### src/rtl/uart_cmd_pkg.sv
// Shared definitions for the UART command-frame controller: frame marker,
// error codes and the frame FSM state encoding.
package uart_cmd_pkg;

    localparam logic [7:0] SYNC_BYTE_DEF = 8'hA5;

    localparam logic [1:0] ERR_CHECKSUM = 2'd0;
    localparam logic [1:0] ERR_LENGTH   = 2'd1;
    localparam logic [1:0] ERR_TIMEOUT  = 2'd2;
    localparam logic [1:0] ERR_OVERRUN  = 2'd3;

    typedef enum logic [2:0] {
        ST_IDLE,
        ST_OP,
        ST_LEN,
        ST_PAYLOAD,
        ST_CHECK,
        ST_HOLD
    } state_e;

endpackage

### src/rtl/uart_cmd_ctrl.sv
// Assembles UART bytes into SYNC/OP/LEN/payload/CHK frames, validates them and
// presents good frames on a valid/ready interface; errors pulse frame_err_o.
module uart_cmd_ctrl
    import uart_cmd_pkg::*;
#(
    parameter int         MAX_LEN     = 8,
    parameter int         TIMEOUT_CYC = 1024,
    parameter logic [7:0] SYNC_BYTE   = SYNC_BYTE_DEF
) (
    input  logic                           clk,
    input  logic                           rst_n,
    input  logic [7:0]                     rx_byte_i,
    input  logic                           rx_ready_i,
    output logic                           cmd_valid_o,
    input  logic                           cmd_ready_i,
    output logic [7:0]                     cmd_op_o,
    output logic [$clog2(MAX_LEN+1)-1:0]   cmd_len_o,
    output logic [MAX_LEN*8-1:0]           cmd_payload_o,
    output logic                           frame_err_o,
    output logic [1:0]                     err_code_o,
    output logic                           busy_o
);

    localparam int LEN_W = $clog2(MAX_LEN + 1);
    localparam int IDX_W = (MAX_LEN > 1) ? $clog2(MAX_LEN) : 1;
    localparam int TO_W  = $clog2(TIMEOUT_CYC + 1);
    // Counter is compared one short so the abort lands on the TIMEOUT_CYC-th idle edge.
    localparam logic [TO_W-1:0] TO_LAST = TO_W'(TIMEOUT_CYC - 1);

    state_e               state_q;
    logic                 cmd_valid_q;
    logic [7:0]           cmd_op_q;
    logic [LEN_W-1:0]     cmd_len_q;
    logic [MAX_LEN*8-1:0] cmd_payload_q;
    logic                 frame_err_q;
    logic [1:0]           err_code_q;
    logic [7:0]           acc_q;
    logic [IDX_W-1:0]     idx_q;
    logic [TO_W-1:0]      to_cnt_q;

    logic in_frame;
    assign in_frame = (state_q == ST_OP) || (state_q == ST_LEN) ||
                      (state_q == ST_PAYLOAD) || (state_q == ST_CHECK);

    // NOTE: every state register uses <= so all branches see the pre-edge values.
    always_ff @(posedge clk or negedge rst_n) begin
        if (!rst_n) begin
            state_q       <= ST_IDLE;
            cmd_valid_q   <= 1'b0;
            cmd_op_q      <= '0;
            cmd_len_q     <= '0;
            cmd_payload_q <= '0;
            frame_err_q   <= 1'b0;
            err_code_q    <= ERR_CHECKSUM;
            acc_q         <= '0;
            idx_q         <= '0;
            to_cnt_q      <= '0;
        end else begin
            frame_err_q <= 1'b0;

            if (in_frame) begin
                if (rx_ready_i) begin
                    to_cnt_q <= '0;
                end else if (to_cnt_q == TO_LAST) begin
                    frame_err_q <= 1'b1;
                    err_code_q  <= ERR_TIMEOUT;
                    state_q     <= ST_IDLE;
                    to_cnt_q    <= '0;
                end else begin
                    to_cnt_q <= to_cnt_q + 1'b1;
                end
            end

            case (state_q)
                ST_IDLE: begin
                    if (rx_ready_i && rx_byte_i == SYNC_BYTE) begin
                        state_q       <= ST_OP;
                        cmd_payload_q <= '0;
                        acc_q         <= '0;
                        idx_q         <= '0;
                        to_cnt_q      <= '0;
                    end
                end
                ST_OP: begin
                    if (rx_ready_i) begin
                        cmd_op_q <= rx_byte_i;
                        acc_q    <= rx_byte_i;
                        state_q  <= ST_LEN;
                    end
                end
                ST_LEN: begin
                    if (rx_ready_i) begin
                        if (rx_byte_i > 8'(MAX_LEN)) begin
                            frame_err_q <= 1'b1;
                            err_code_q  <= ERR_LENGTH;
                            state_q     <= ST_IDLE;
                        end else begin
                            cmd_len_q <= LEN_W'(rx_byte_i);
                            acc_q     <= acc_q ^ rx_byte_i;
                            state_q   <= (rx_byte_i == 8'd0) ? ST_CHECK : ST_PAYLOAD;
                        end
                    end
                end
                ST_PAYLOAD: begin
                    if (rx_ready_i) begin
                        cmd_payload_q[8*idx_q +: 8] <= rx_byte_i;
                        acc_q <= acc_q ^ rx_byte_i;
                        idx_q <= idx_q + 1'b1;
                        if (LEN_W'(idx_q) == cmd_len_q - LEN_W'(1)) begin
                            state_q <= ST_CHECK;
                        end
                    end
                end
                ST_CHECK: begin
                    if (rx_ready_i) begin
                        if (rx_byte_i == acc_q) begin
                            cmd_valid_q <= 1'b1;
                            state_q     <= ST_HOLD;
                        end else begin
                            frame_err_q <= 1'b1;
                            err_code_q  <= ERR_CHECKSUM;
                            state_q     <= ST_IDLE;
                        end
                    end
                end
                ST_HOLD: begin
                    if (cmd_valid_q && cmd_ready_i) begin
                        cmd_valid_q <= 1'b0;
                        state_q     <= ST_IDLE;
                    end
                    // A byte here has nowhere to go; the held frame wins.
                    if (rx_ready_i) begin
                        frame_err_q <= 1'b1;
                        err_code_q  <= ERR_OVERRUN;
                    end
                end
                default: state_q <= ST_IDLE;
            endcase
        end
    end

    assign cmd_valid_o   = cmd_valid_q;
    assign cmd_op_o      = cmd_op_q;
    assign cmd_len_o     = cmd_len_q;
    assign cmd_payload_o = cmd_payload_q;
    assign frame_err_o   = frame_err_q;
    assign err_code_o    = err_code_q;
    assign busy_o        = (state_q != ST_IDLE);

endmodule

### config.mk
export PLATFORM = sky130hd
export DESIGN_NAME = uart_cmd_ctrl
export DESIGN_NICKNAME = d
export VERILOG_FILES = /design/src/rtl/uart_cmd_pkg.sv /design/src/rtl/uart_cmd_ctrl.sv
export SDC_FILE = /design/constraint.sdc
export NUM_CORES = 1
export LEC_CHECK = 0
export CAP_MARGIN = 40
export CORE_MARGIN = 2
export CORE_UTILIZATION = 30
export CTS_CLUSTER_SIZE = 8
export DETAILED_ROUTE_END_ITERATION = 10
export PLACE_DENSITY = 0.58
export SYNTH_ARGS = -nofsm -noshare
export SYNTH_HDL_FRONTEND = slang
export SYNTH_SLANG_ARGS = --single-unit
### constraint.sdc
create_clock -name clk -period 5.1 [get_ports clk]
set_input_delay 0.765 -clock clk [delete_from_list [all_inputs] [get_ports clk]]
set_output_delay 0.765 -clock clk [all_outputs]
set_load 0.02 [all_outputs]
== Word level (Yosys, flattened, before mapping) ==
Cells that the tools add are included.
Storage, ports and cells
  flip-flop bits (word level): 105
  latch bits: 0
  memory bits (writable): 0
  ROM bits: 0
  bits of input ports: 12
  output and inout bits: 81
  word-level logic and storage cells: 106
  memories kept: 0
Operators by class
  add/subtract/negate cells: 4
  multipliers: 0
  divide/modulo/power cells: 0
  magnitude comparators: 1
  equal/unequal tests: 17
  shifts and indexed selects: 2
  multiplexer cells: 54
  bitwise operators: 2
  reductions and logical operators: 16
Operator list (number)
  two-way mux 64 bit: 2
  case mux 64 bit (2 select lines): 1
  bitwise mux 64 bit: 1
  variable shift 8 x 34 -> 64 bit, first input constant: 1
  variable part select 8 x 34 -> 64 bit: 1
  two-way mux 11 bit: 5
  two-way mux 3 bit: 15
  two-way mux 8 bit: 5
  negation 6 -> 34 bit: 1
  case mux 8 bit (4 select lines): 1
  case mux 3 bit (6 select lines): 1
  two-way mux 2 bit: 8
  != test 2 bit, second input constant: 7
  adder 11 x 1 -> 11 bit, second input constant: 1
  equality test 11 x 10 -> 1 bit, second input constant: 1
  two-way mux 1 bit: 11
  equality test 8 bit: 1
  equality test 8 bit, second input constant: 1
  > comparator 8 x 4 -> 1 bit, second input constant: 1
  zero test 8 bit: 1
  XOR 8 bit: 1
  equality test 3 x 2 -> 1 bit, second input constant: 2
  equality test 3 bit, second input constant: 2
  case mux 2 bit (3 select lines): 1
  19 further kinds: 24

== Longest topological paths before layout ==
  depth in word-level cells: 8
  depth in mapped cells: 10
  mapped depth without buffers: 8

== Worst setup path after synthesis ==
Ideal clock, no wire load.
  path kind: input port to flip-flop
  from: input port rx_ready_i
  to: register state_q[2]
  setup time: 124 ps
  arrival: 2196 ps
  required time: 4976 ps
  path slack: 2780 ps
  cell stages on the path: 6
  buffers on the path: 1
  path through: buf_2 > or3b_1 > or4_4 > o211ai_1 > a31oi_1 > a211o_1
On the way
  cells in the longest elaborated chain, start to end: 5
  elaborated cells between the ends (all ways): 11
  those cells by class: mux: 10; reduce/logical: 1
Ends and longest elaborated chain
  start: declaration: RTL line uart_cmd_ctrl.sv:13  | input logic rx_ready_i,
  two-way mux 3 bit: RTL line uart_cmd_ctrl.sv:62  | if (rx_ready_i) begin
  two-way mux 3 bit: RTL line uart_cmd_ctrl.sv:61  | if (in_frame) begin
  two-way mux 3 bit: RTL line uart_cmd_ctrl.sv:109  | if (LEN_W'(idx_q) == cmd_len_q - LEN_W'(1)) begin
  two-way mux 3 bit: RTL line uart_cmd_ctrl.sv:105  | if (rx_ready_i) begin
  case mux 3 bit (6 select lines) *: RTL line uart_cmd_ctrl.sv:74  | case (state_q)
  end signal: assignment: RTL line uart_cmd_ctrl.sv:100  | state_q <= (rx_byte_i == 8'd0) ? ST_CHECK : ST_PAYLOAD;
  end: declaration: RTL line uart_cmd_ctrl.sv:30  | state_e state_q;
Mark *: on every way between the ends. The rest lies on a longest branch, timed or not.
A chain may end at the register's enable or synchronous reset.

== Worst setup path in the final report ==
  from: input port rx_byte_i[6]
  to: register cmd_payload_q[0] (netlist: cmd_payload_o[0])
On the way
  cells in the longest elaborated chain, start to end: 4
  elaborated cells between the ends (all ways): 8
  those cells by class: eq/ne: 2; shift: 1; mux: 3; reduce/logical: 2
Ends and longest elaborated chain
  start: declaration: RTL line uart_cmd_ctrl.sv:12  | input logic [7:0] rx_byte_i,
  variable part select 8 x 34 -> 64 bit / equality test 8 bit (equally long branches): RTL line uart_cmd_ctrl.sv:106, uart_cmd_ctrl.sv:76
  bitwise mux 64 bit / logical AND 1 bit (equally long branches): RTL line uart_cmd_ctrl.sv:106, uart_cmd_ctrl.sv:76
  two-way mux 64 bit / != test 2 bit (equally long branches)
  case mux 64 bit (2 select lines) / AND reduction 3 bit (equally long branches)
  end signal: indexed assignment: RTL line uart_cmd_ctrl.sv:106  | cmd_payload_q[8*idx_q +: 8] <= rx_byte_i;
  end: declaration: RTL line uart_cmd_ctrl.sv:34  | logic [MAX_LEN*8-1:0] cmd_payload_q;
Parallel ways exist; a longest one is shown, timed or not. The select of a mux whose other input is x is not followed.

==> results.cfg <==
[timing]
hold_ws_ns = 0.446
max_slew_margin_pct = 44.4
layout_worst_path_cycle_share_pct = 63.4
totalNegativeSetupSlack_ns = 0
rsz0062_at_grt = false
worst_clk_skew_ns = 0.0122
maxClockFrequency_ghz = 0.309
max_slew.worst_pin.slew_ns = 0.832
setup_viol_count_final = 0
final.min_clock_period_ns = 3.23
finalHoldViolCount = 0
maxSlewViolCount = 0

[floorplanning]
die_area_um2 = 17400
die_height_um = 132
area_of_the_core_um2 = 15900
floorplan.initialDensity_pct = 30.8
io_pins = 93
fp.dieW_um = 132
placement_rows = 46

[worst_setup_path]
crit_required_ns = 5.37
critical_path.startpoint_type = primary input
cell_with_the_largest_stage_delay_on_the_worst_path = clkdlybuf4s50_1
critical_register_to_register_path_startpoint = idx_q[0]$_DFFE_PN0P_
rrSetupSlack_ns = 2.45
worstPathMaxFanout = 14
cp_cell_sequence = clkdlybuf4s50_1 > or4b_4 > nor4_4 > nor2_2 > a21oi_4 > mux2i_1
reg2reg_to = cmd_payload_o[32]$_DFFE_PN0P_
timing.critical_path.arrival_ns = 3.51
rr_worst_depth = 7
timing_worst_setup_path_type = in2reg
cp-end-kind = flip-flop
worst_path_largest_cell_delay_ns = 0.84

[yosys]
synth_area_per_cell_um2 = 10.9
syn_inst = 453
synth-warning-count = 0
post-synth-top-count-cell = dfrtp_1
yosysTopAreaCell = dfrtp_1
synth.distinct_cells = 60
mappedNetlistArea_um2 = 4920
ys.flop_type = dfrtp_1
yosys-top-cells-area = dfrtp_1 (53%), a22o_1 (8.6%), nand2_1 (3.7%), mux2i_1 (3.3%), mux2_2 (2.7%)
netlist_top_cells_count = dfrtp_1 (105), nand2_1 (49), a22o_1 (48)
synth_fp_nets = 470
seq_area_frac_synth_pct = 53.4
synth-edff-count = 0
synth-async-reset-ratio_pct = 100
synth_seq_cells = 105
synth_top_area_share_pct = 53.4

[clocking]
post_cts.resized_instances = 0
clockRootBuffer = clkbuf_16
h_tree_depth_reported_by_cts = 3
cts_tree = done
path_clk_slew_ns = 0.07
cts.repair_timing.setup_buffer_count = 0
cts.hold.buffers_added = 0
clock_insertion_delay_worst_skew_ns = 0.36
inserted_clock_buffers = 9
clk_path_buf_depth = 2
tritoncts_sink_count = 105

[grt]
globalRouteOverflowTotal = 0
met1_usage_pct = 22.7
antenna_found_initial = 0
grt-busiest-layer = met2
grt_start_max_net_pins = 56
gr-usage-met3_pct = 4.42
grt_usage_pct = 16.6
global_route_wire_length_before_repair_um = 22800
via_count_of_the_first_global_routing_pass = 3978
use_met2_pct = 26.7

[finish]
fin_cells = 760
layout-drive-gt1-share_pct = 9.56
num-fill-cells = 1526
syn_to_final_growth_pct = 29.7
antennaDiodeCount = 0
area_occupied_by_multi_input_gates_um2 = 2100
net_total_in_the_final_layout = 556
regArea_um2 = 2630

[routing]
route.detailed.vias_per_inst = 5.10
drt_iter0_drc = 236
detailed_route_wire_length_um = 14100
via_total_after_detailed_routing = 3878
drtAntennaViolNets = 0
avgRoutedWirePerCell_um = 18.5
dr_drc_count = 0
dr.pass1.iters = 7

[placement]
dpl.hpwl_um = 9510
place.port_buffers = 92
place.gp.congestion = 0.837
numPlacedInstances = 744

[pwr]
power_density_nw_per_um2 = 280
ir_drop_mv = 0.204
power.leakage_nw = 2.67

[hold_path]
min-delay-path-class = in2async

[outcome]
status = complete, no violations

[job]
count_of_maximum_capacitance_violations = 0
-- metal layers --
| layer | share of wire, % | vias to the layer above |
|---|---|---|
| li1 | - | 1814 |
| met1 | 45 | 1945 |
| met2 | 49 | 112 |
| met3 | 5.6 | 7 |
| met4 | 0.58 | 0 |
| met5 | 0 | - |
-- report_power, final --
part           total (mW)  internal [mW]  leakage, nW  switching, mW
logic               0.168         0.0687         1.17         0.0990
clock network       0.741          0.406        0.158          0.335
registers           0.876          0.857         1.34         0.0196
total                1.79           1.33         2.67          0.454
-- final cells by class --
type                       count  area share (%)
timing repair buffer          98            15.1
tap                          216            4.24
clock buffer                  10            3.75
multi-input combinational    300            32.9
sequential                   105            41.2
inverter                      25            1.47
clock inverter                 6            1.31
-- stage by stage --
stage	util [%]	setup WS [ns]	area [um^2]	power, mW
global placement	38.0	1.60	6050	1.06
CTS	40.0	1.84	6380	1.81
floorplan	-	2.78	4920	0.977
finish	40.0	1.87	6380	1.79
global route	40.0	1.67	6380	1.87
detailed placement	38.0	1.46	6050	1.06
-- critical path: cells and delay by family --
kind,cells,cell delay (ns)
mux,1,0.25
compound gates,1,0.34
buf+inv,1,0.84
simple gates,3,1.30
-- kinds of logic after synthesis --
kind of cell	count (synthesis)	share of synthesized area (%)
AOI/OAI and AO/OA	113	18.0
xor gates and xnor gates	12	2.14
adders and majority gates	5	1.27
buffers and inverters	48	3.87
DFF	105	53.4
muxes	29	6.24
and+or+nand+nor	141	15.1
-- worst max path at each step --
stage	start	end	slack (ns)	cells after the start
final	rx_byte_i[6]	cmd_payload_o[0]$_DFFE_PN0P_	1.87	6
after global routing	rx_byte_i[7]	cmd_payload_o[11]$_DFFE_PN0P_	1.67	6
after global placement	rx_byte_i[6]	cmd_payload_o[13]$_DFFE_PN0P_	1.60	6
after CTS	rx_byte_i[7]	cmd_payload_o[6]$_DFFE_PN0P_	1.84	6
after floorplan	rx_ready_i	state_q[2]$_DFF_PN0_	2.78	6
after detailed placement	rx_byte_i[7]	cmd_payload_o[6]$_DFFE_PN0P_	1.46	6
-- placed cells by master (no fill, tap or decap), types with 4 or more instances in the layout --
| cell type | n |
|---|---|
| a21oi_1 | 13 |
| clkbuf_16 | 9 |
| mux2_2 | 12 |
| a32o_1 | 9 |
| mux2i_1 | 16 |
| nor3_2 | 5 |
| nor2b_1 | 5 |
| a31oi_1 | 4 |
| a22o_1 | 48 |
| dfrtp_1 | 105 |
| inv_1 | 25 |
| nor3_1 | 5 |
| ha_1 | 5 |
| buf_4 | 7 |
| o21ai_0 | 18 |
| clkdlybuf4s50_1 | 91 |
| or3_1 | 5 |
| nand2_1 | 49 |
| nor2_1 | 27 |
| xnor2_1 | 10 |
| nand3_1 | 14 |
-- registers in the layout (all words and copies together), names as in the netlist --
signal and flops:
cmd_payload_o 64, cmd_valid_o 1, to_cnt_q 11, cmd_len_o 4, cmd_op_o 8, err_code_o 2
acc_q 8, state_q 3, idx_q 3, frame_err_o 1
Note: power is estimated with default switching activity, not from simulation.
